**src/rtl/sha256_pkg.sv**
```systemverilog
// sha256_pkg: SHA-256 round constants, IV, FSM state type and the FIPS 180-4 logic functions.
package sha256_pkg;

    typedef enum logic [1:0] {IDLE, ROUND, FINAL} state_e;

    localparam logic [255:0] IV = 256'h6a09e667_bb67ae85_3c6ef372_a54ff53a_510e527f_9b05688c_1f83d9ab_5be0cd19;

    localparam logic [31:0] K [64] = '{
        32'h428a2f98, 32'h71374491, 32'hb5c0fbcf, 32'he9b5dba5, 32'h3956c25b, 32'h59f111f1, 32'h923f82a4, 32'hab1c5ed5,
        32'hd807aa98, 32'h12835b01, 32'h243185be, 32'h550c7dc3, 32'h72be5d74, 32'h80deb1fe, 32'h9bdc06a7, 32'hc19bf174,
        32'he49b69c1, 32'hefbe4786, 32'h0fc19dc6, 32'h240ca1cc, 32'h2de92c6f, 32'h4a7484aa, 32'h5cb0a9dc, 32'h76f988da,
        32'h983e5152, 32'ha831c66d, 32'hb00327c8, 32'hbf597fc7, 32'hc6e00bf3, 32'hd5a79147, 32'h06ca6351, 32'h14292967,
        32'h27b70a85, 32'h2e1b2138, 32'h4d2c6dfc, 32'h53380d13, 32'h650a7354, 32'h766a0abb, 32'h81c2c92e, 32'h92722c85,
        32'ha2bfe8a1, 32'ha81a664b, 32'hc24b8b70, 32'hc76c51a3, 32'hd192e819, 32'hd6990624, 32'hf40e3585, 32'h106aa070,
        32'h19a4c116, 32'h1e376c08, 32'h2748774c, 32'h34b0bcb5, 32'h391c0cb3, 32'h4ed8aa4a, 32'h5b9cca4f, 32'h682e6ff3,
        32'h748f82ee, 32'h78a5636f, 32'h84c87814, 32'h8cc70208, 32'h90befffa, 32'ha4506ceb, 32'hbef9a3f7, 32'hc67178f2
    };

    function automatic logic [31:0] rotr(input logic [31:0] x, input int n);
        return (x >> n) | (x << (32 - n));
    endfunction

    function automatic logic [31:0] ch(input logic [31:0] x, input logic [31:0] y, input logic [31:0] z);
        return (x & y) ^ (~x & z);
    endfunction

    function automatic logic [31:0] maj(input logic [31:0] x, input logic [31:0] y, input logic [31:0] z);
        return (x & y) ^ (x & z) ^ (y & z);
    endfunction

    function automatic logic [31:0] bsig0(input logic [31:0] x);
        return rotr(x, 2) ^ rotr(x, 13) ^ rotr(x, 22);
    endfunction

    function automatic logic [31:0] bsig1(input logic [31:0] x);
        return rotr(x, 6) ^ rotr(x, 11) ^ rotr(x, 25);
    endfunction

    function automatic logic [31:0] ssig0(input logic [31:0] x);
        return rotr(x, 7) ^ rotr(x, 18) ^ (x >> 3);
    endfunction

    function automatic logic [31:0] ssig1(input logic [31:0] x);
        return rotr(x, 17) ^ rotr(x, 19) ^ (x >> 10);
    endfunction

endpackage

```
**src/rtl/sha256_compress_if.sv**
```systemverilog
// sha256_compress_if: start/done handshake and data bus of the compression controller.
interface sha256_compress_if;
    logic         start;
    logic [511:0] block;
    logic [255:0] hash_in;
    logic         ready;
    logic         busy;
    logic         done;
    logic [255:0] hash_out;

    modport slave (input start, block, hash_in, output ready, busy, done, hash_out);
    modport master(output start, block, hash_in, input ready, busy, done, hash_out);
endinterface

```
**src/rtl/sha256_round.sv**
```systemverilog
// sha256_round: one combinational SHA-256 round; s_i/s_o word 0 is a, word 7 is h.
module sha256_round
    import sha256_pkg::*;
(
    input  logic [0:7][31:0] s_i,
    input  logic [31:0]      k_i,
    input  logic [31:0]      w_i,
    output logic [0:7][31:0] s_o
);
    logic [31:0] t1, t2;

    always_comb begin
        t1 = s_i[7] + bsig1(s_i[4]) + ch(s_i[4], s_i[5], s_i[6]) + k_i + w_i;
        t2 = bsig0(s_i[0]) + maj(s_i[0], s_i[1], s_i[2]);
        s_o[0]   = t1 + t2;
        s_o[1:3] = s_i[0:2];
        s_o[4]   = s_i[3] + t1;
        s_o[5:7] = s_i[4:6];
    end
endmodule

```
**src/rtl/sha256_compress.sv**
```systemverilog
// sha256_compress: 64-round SHA-256 compression, one round per clock, start/done handshake.
// Working state, captured chaining value and result are kept as word arrays with word 0 = a / H0.
module sha256_compress
    import sha256_pkg::*;
(
    input  logic                     clk,
    input  logic                     reset,
    sha256_compress_if.slave         bus
);
    state_e           state_q, state_d;
    logic [5:0]       t_q, t_d;
    logic [0:7][31:0] st_q, st_d, st_next;
    logic [0:7][31:0] hv_q, hv_d;
    logic [0:7][31:0] hash_q, hash_d;
    logic [0:15][31:0] w_q, w_d;
    logic             done_q, done_d;
    logic [31:0]      w_new;

    sha256_round u_round (.s_i(st_q), .k_i(K[t_q]), .w_i(w_q[0]), .s_o(st_next));

    assign w_new = ssig1(w_q[14]) + w_q[9] + ssig0(w_q[1]) + w_q[0];

    always_comb begin
        state_d = state_q;
        t_d     = t_q;
        st_d    = st_q;
        hv_d    = hv_q;
        hash_d  = hash_q;
        w_d     = w_q;
        done_d  = 1'b0;
        unique case (state_q)
            IDLE: if (bus.start) begin
                st_d    = bus.hash_in;
                hv_d    = bus.hash_in;
                w_d     = bus.block;
                t_d     = 6'd0;
                state_d = ROUND;
            end
            ROUND: begin
                st_d    = st_next;
                w_d     = {w_q[1:15], w_new};
                t_d     = t_q + 6'd1;
                state_d = (t_q == 6'd63) ? FINAL : ROUND;
            end
            FINAL: begin
                for (int i = 0; i < 8; i++) hash_d[i] = hv_q[i] + st_q[i];
                done_d  = 1'b1;
                state_d = IDLE;
            end
            default: state_d = IDLE;
        endcase
    end

    always_ff @(posedge clk) begin
        if (reset) begin
            state_q <= IDLE;
            t_q     <= '0;
            st_q    <= '0;
            hv_q    <= '0;
            hash_q  <= '0;
            w_q     <= '0;
            done_q  <= 1'b0;
        end else begin
            state_q <= state_d;
            t_q     <= t_d;
            st_q    <= st_d;
            hv_q    <= hv_d;
            hash_q  <= hash_d;
            w_q     <= w_d;
            done_q  <= done_d;
        end
    end

    assign bus.ready    = (state_q == IDLE);
    assign bus.busy     = (state_q != IDLE);
    assign bus.done     = done_q;
    assign bus.hash_out = hash_q;
endmodule

```
**src/flat_wrapper.sv**
```systemverilog
// flat-port wrapper written by rule: the top's interface ports become plain ports
module sha256_compress_flat import sha256_pkg::*;
  (clk, reset, bus_start, bus_block, bus_hash_in, bus_ready, bus_busy, bus_done, bus_hash_out);
  sha256_compress_if bus_i ();
  input  logic clk;
  input  logic reset;
  input wire logic [$bits(bus_i.start)-1:0] bus_start;
  input wire logic [$bits(bus_i.block)-1:0] bus_block;
  input wire logic [$bits(bus_i.hash_in)-1:0] bus_hash_in;
  output wire logic [$bits(bus_i.ready)-1:0] bus_ready;
  output wire logic [$bits(bus_i.busy)-1:0] bus_busy;
  output wire logic [$bits(bus_i.done)-1:0] bus_done;
  output wire logic [$bits(bus_i.hash_out)-1:0] bus_hash_out;
  assign bus_i.start = bus_start;
  assign bus_i.block = bus_block;
  assign bus_i.hash_in = bus_hash_in;
  assign bus_ready = bus_i.ready;
  assign bus_busy = bus_i.busy;
  assign bus_done = bus_i.done;
  assign bus_hash_out = bus_i.hash_out;
  sha256_compress u_core (.clk(clk), .reset(reset), .bus(bus_i));
endmodule
```
**config.mk**
```make
export PLATFORM = sky130hd
export DESIGN_NAME = sha256_compress_flat
export DESIGN_NICKNAME = d
export VERILOG_FILES = /design/src/rtl/sha256_pkg.sv /design/src/rtl/sha256_compress_if.sv /design/src/rtl/sha256_round.sv /design/src/rtl/sha256_compress.sv /design/src/flat_wrapper.sv
export SDC_FILE = /design/constraint.sdc
export NUM_CORES = 2
export LEC_CHECK = 0
export ABC_AREA = 1
export BUFFER_PORTS_ARGS = -buffer_cell sky130_fd_sc_hd__buf_4
export CAP_MARGIN = 20
export CORE_MARGIN = 2
export CORE_UTILIZATION = 40
export DETAILED_ROUTE_END_ITERATION = 8
export GPL_TIMING_DRIVEN = 0
export PLACE_DENSITY_LB_ADDON = 0.1
export SETUP_SLACK_MARGIN = 0.15
export SLEW_MARGIN = 20
export SYNTH_ARGS = -nofsm -noshare
export SYNTH_HDL_FRONTEND = slang
export SYNTH_SLANG_ARGS = --single-unit
export TNS_END_PERCENT = 5
```
**constraint.sdc**
```tcl
create_clock -name clk -period 7.5 [get_ports clk]
set_input_delay 1.5 -clock clk [delete_from_list [all_inputs] [get_ports clk]]
set_output_delay 1.5 -clock clk [all_outputs]
set_load 0.05 [all_outputs]
```
# After elaboration in Yosys (flattened, before gate mapping)
# Memory sizes are Yosys's and may differ from the RTL's.
# Index checks and enable logic that the tools add are counted.
# W data, S select, Z words.
# op_classes
addsub	19
mul	0
div_mod_pow	0
magnitude_cmp	1
eq_ne	4
shifts	0
muxes	12
n_bitwise	28
n_reduce_logical	5
# op_table
op	n
$pmux W512 S2	1
$add A32 B32 Y32	18
$mux W512	1
$pmux W256 S2	1
$xor A32 B32 Y32	9
$mux W256	1
$and A32 B32 Y32	5
$mux W32	2
$not A32 Y32	1
$or A10 B32 Y32	1
$or A13 B32 Y32	1
$or A14 B32 Y32	1
$or A15 B32 Y32	1
$or A19 B32 Y32	1
$or A21 B32 Y32	1
$or A25 B32 Y32	1
$or A26 B32 Y32	1
$or A30 B32 Y32	1
$or A7 B32 Y32	1
$xor A32 B22 Y32	1
$xor A32 B29 Y32	1
$pmux W6 S2	1
$ge A7 B7 Y1 const B	1
$not A6 Y7	1
12 further kinds	15
# totals
ff_bits	1289
latch_bits	0
ram_bits	0
romBits	2048
in_bits	771
elab_cells	113
n_memories	1
# memory_table
memory	words	width	read_ports	rd_ports_with_merged_regs	wr	line_no	rtl
(name not given)	64	32	1	0	0	sha256_compress.sv:19	sha256_round u_round (.s_i(st_q), .k_i(K[t_q]), .w_i(w_q[0]), .s_o(st_next));

# Longest topological paths before layout
# logic_depth
ltp_word	9
ltp_mapped	47
ltp_nobuf	46

# By module
# Synthesis repeated with hierarchy kept, for this count alone.
# unflattened
cells_unflattened	14143
hier_area_um2	89965.0
# modules_own_cells
module	instances	cells_each	area_each_um2	seq_area_each_um2
sha256_compress	1	12181	76953.8	25804.7
sha256_round	1	1962	13011.2	0.0

# Worst setup path before layout
# No wires, ideal clock.
# synth_path
kind	reg-to-reg
startpoint	register u_core.t_q[0]
endpoint	register u_core.st_q[247] (netlist name)
t_arrival_ns	6.737
required_time_ns	7.385
slack_ns	0.648
path_stages_with_launch	38
period_less_slack_ns	6.852
path_cell_list	dfxtp_1 > clkbuf_1 > inv_1 > ha_1 > inv_1 > nor2_1 > nor2_1 > o21ai_0 > nand2_1 > o21ai_0 > inv_1 > fa_1 > fa_1 > fa_1 > inv_1 > ha_1 > inv_1 > fa_1 > [2 not listed] > nand2_1 > a21boi_1 > o21ai_0 > xor2_1 > inv_1 > fa_1 > inv_1 > ha_1 > nand2_1 > nor2_1 > and3_1 > nand2_1 > nand2_1 > a21oi_1 > o21ai_0 > nor2_1 > o21ai_0 > inv_1
# synth_between
elab_chain_cells	8
# synth_lines
element	line_no	rtl
from (decl)	sha256_compress.sv:11	logic [5:0] t_q, t_d;
from (signal assigned)	sha256_compress.sv:65	t_q <= t_d;
$not A6 Y7 (implied by the code)	sha256_compress.sv:19	
$mem_v2 Z64 W32	-	
$mux W32 (implied by the code) (2 in series)	sha256_compress.sv:19	
$add A32 B32 Y32 (2 in series)	sha256_round.sv:13	t1 = s_i[7] + bsig1(s_i[4]) + ch(s_i[4], s_i[5], s_i[6]) + k_i + w_i;
$add A32 B32 Y32	sha256_round.sv:15	s_o[0] = t1 + t2;
$pmux W256 S2	sha256_compress.sv:31	unique case (state_q)
to (signal assigned)	sha256_compress.sv:66	st_q <= st_d;
to (decl)	sha256_compress.sv:12	logic [0:7][31:0] st_q, st_d, st_next;
# Every way passes these cells. The select of a mux whose other input is x is not followed.
# A chain may end at the register's enable or synchronous reset.

# Final worst setup path
# layout_path
startpoint	register u_core.t_q[1]
endpoint	register u_core.st_q[243] (netlist name)
# The elaborated chain is that of the path after synthesis.

==> impl_results.md <==
- HPWL Detailed: 405 mm
- Synth Net Count: 13600
- Startpoint types: register
- R2R Setup Slk: -10 ps
- DR DRC count: 0
- Synth Cell Area: 0.0834 mm^2
- DR pass1 iterations: 7
- WS Path Type: reg -> reg
- RSZ-0062 raised after global routing: true
- Vias: 97900
- Setup TNS: -12.6 ps
- Area post-placement: 0.0949 mm^2
- Final ANT Viol Nets: 0
- GRT overflow: 0
- Area Overhead vs Synth: 24.1%
- Placement Rows: 167
- Max-slew violation count: 0
- Status: finished, violations left
- Top Ports: 1030
- FMAX: 0.133 GHz
- Fin. Hold Viols: 0
- Nets: 14900
- Number of global-route vias before repair: 91200
- Post-synth top flop: dfxtp_1
- Sink Count: 1289
- Syn Inst Count: 12200
- Register area share after synthesis: 30.9%
- Antenna violations before repair: 46
- Drt via density: 5.96
- Synth warn: 0
- Crit-path most repeated cell: inv_1
- First-pass GRT wire length: 671 mm
- Fin crit share: 100%
- Hold crit path type: reg -> reg
- Worst-margin pin slew: 1290 ps
- FFs w/ async S/R, synth: 0%
- Average size of a mapped cell: 6.84 um^2
- Skew final: 48.8 ps
- DRT iter0 DRCs: 12100
- Die Span Y: 461 um
- Hold Worst Slack: 459 ps
- Required time of the critical path: 8320 ps
- Largest net degree at the start of global routing: 17
- Worst Slack Setup Final: -12.6 ps
- Starting Density: 40.3%
- Post-route minimum period: 7510 ps
- Die ar.: 0.212 mm^2
- Worst-path fanout max: 5
- Placed Instances: 16000
- EDFF count, synth: 0
- Root Driver: clkbuf_16
- Share of cells above drive strength 1: 15.1%
- RD Place Congestion: 1.11
- WL/cell: 30.1 um
- Total wire length: 495 mm
- CP Capture Type: register
- TritonCTS buffer count: 150
- Slowest cell on crit path: fa_1
- Post-route insts no fill: 16400
- Number of H-tree levels: 4
- Count of cell types in the netlist: 65
- Maximum clock path buffer count: 3
- Core area: 0.207 mm^2
- Yosys reg bits: 1289
- Worst-Skew Late Latency: 870 ps
- CP max stage delay: 550 ps
- Gr usage total: 44.6%
- Die width: 461 um
- CTS tree: yes
- Synth top area cells: dfxtp_1 (31%), o21ai_0 (9.5%), nand2_1 (9.0%)
- Max-cap violations: 0
- Post-synth top area cell: dfxtp_1
- Clk slew on worst S/H paths: 60 ps
- Violated checks: negative setup slack
- Area share of the largest cell type after synthesis: 30.9%
- Port Buffer Count: 1028
- Worst EP arrival: 8330 ps
- Hold Buf Count CTS: 0
- Fin area: 0.104 mm^2
- Slew HR: 14.3%
- # setup viols final: 1
[flip-flops by register name, summed over array words and instances (netlist names)]
name and cells:
u_core.bus.done 1, u_core.state_q 2, u_core.bus.hash_out 256, u_core.hv_q 256, u_core.st_q 256, u_core.w_q 512, u_core.t_q 6
[repair_timing]
action                                  4_1_cts  5_1_grt
resized for setup                           429      199
endpoints found under the setup margin       60       42
pin swaps                                   108      106
setup buffers                                87       28
[synth_stat cells, types with 67 or more instances]
cell	n
a21oi_1	1057
a31oi_1	67
buf_2	158
clkbuf_1	510
dfxtp_1	1289
fa_1	195
ha_1	392
inv_1	1319
nand2_1	2010
nand3_1	523
nand4_1	116
nor2_1	1516
nor3_1	84
o211ai_1	99
o21ai_0	1578
o21ai_1	120
o21bai_1	80
o221ai_1	119
o22ai_1	183
xnor2_1	180
xor2_1	210
[layout make-up]
| cell class | instances | area (um^2) |
|---|---|---|
| antenna | 29 | 72.6 |
| tap | 2788 | 3490 |
| clock inverter | 60 | 790 |
| inverter | 1325 | 5020 |
| timing repair buffer | 1155 | 8890 |
| multi-input combinational | 8884 | 52100 |
| sequential | 1289 | 25800 |
| clock buffer | 215 | 4380 |
| buffer | 702 | 2990 |
| fill | 21000 | 104000 |
[critical path: cells and delay by family, from the launching register on]
| family | cells | cell delay (ps) |
|---|---|---|
| adders and majority gates | 7 | 2880 |
| AOI/OAI and AO/OA | 5 | 700 |
| DFF | 1 | 400 |
| buffers and inverters | 14 | 1390 |
| and+or+nand+nor | 14 | 1870 |
| xor gates and xnor gates | 1 | 160 |
[metrics by stage]
step,util (%),setup slack (ps)
3_5_place_dp,45.8,-2590
5_1_grt,50.0,-106
4_1_cts,49.5,98.5
2_1_floorplan,-,648
6_report,50.0,-12.6
3_3_place_gp,45.7,-2900
[layer usage]
metal  global-route usage [%]  up-vias  routed length, um
met3                     12.6     1509              57200
met1                     53.5    46300             183000
li1                         -    43400                  -
met5                        0        -                187
met2                     67.8     6698             211000
met4                     33.0       28              43100
[final timing paths]
| kind | from | end | cells past startpoint |
|---|---|---|---|
| setup reg to reg | u_core.t_q[1] | u_core.st_q[243] | 41 |
| setup / recovery | u_core.t_q[1] | u_core.st_q[243] | 41 |
| hold / removal | u_core.w_q[287] | u_core.w_q[319] | 2 |
| hold reg to reg | u_core.w_q[287] | u_core.w_q[319] | 2 |
[cell families after synthesis]
kind of cell | after synthesis | synth area share, %
muxes | 24 | 0.288
AOI/OAI and AO/OA | 3531 | 23.5
and+or+nand+nor | 4351 | 21.2
xor gates and xnor gates | 390 | 4.10
buffers and inverters | 2027 | 9.37
DFF | 1289 | 30.9
adders and majority gates | 588 | 10.6
[layout by cell type, fill, tap and decap left out, types with 49 or more instances in the layout]
| cell type | n |
|---|---|
| buf_4 | 1138 |
| inv_1 | 1272 |
| nor2_1 | 1451 |
| nor3_1 | 76 |
| dfxtp_1 | 1286 |
| o21bai_1 | 74 |
| buf_2 | 157 |
| o211ai_1 | 99 |
| a21o_1 | 49 |
| fa_1 | 192 |
| o22ai_1 | 180 |
| nand4_1 | 116 |
| xor2_1 | 196 |
| ha_1 | 342 |
| o21ai_1 | 150 |
| o221ai_1 | 116 |
| a21oi_1 | 1012 |
| clkbuf_16 | 152 |
| xnor2_1 | 172 |
| a31oi_1 | 60 |
| nand3_1 | 514 |
| clkbuf_1 | 492 |
| nand2_1 | 1952 |
| o21ai_0 | 1530 |
Power is left out: the tool's default activity adds up to more than one toggle a clock period on the data nets, which glitch-free logic cannot reach.
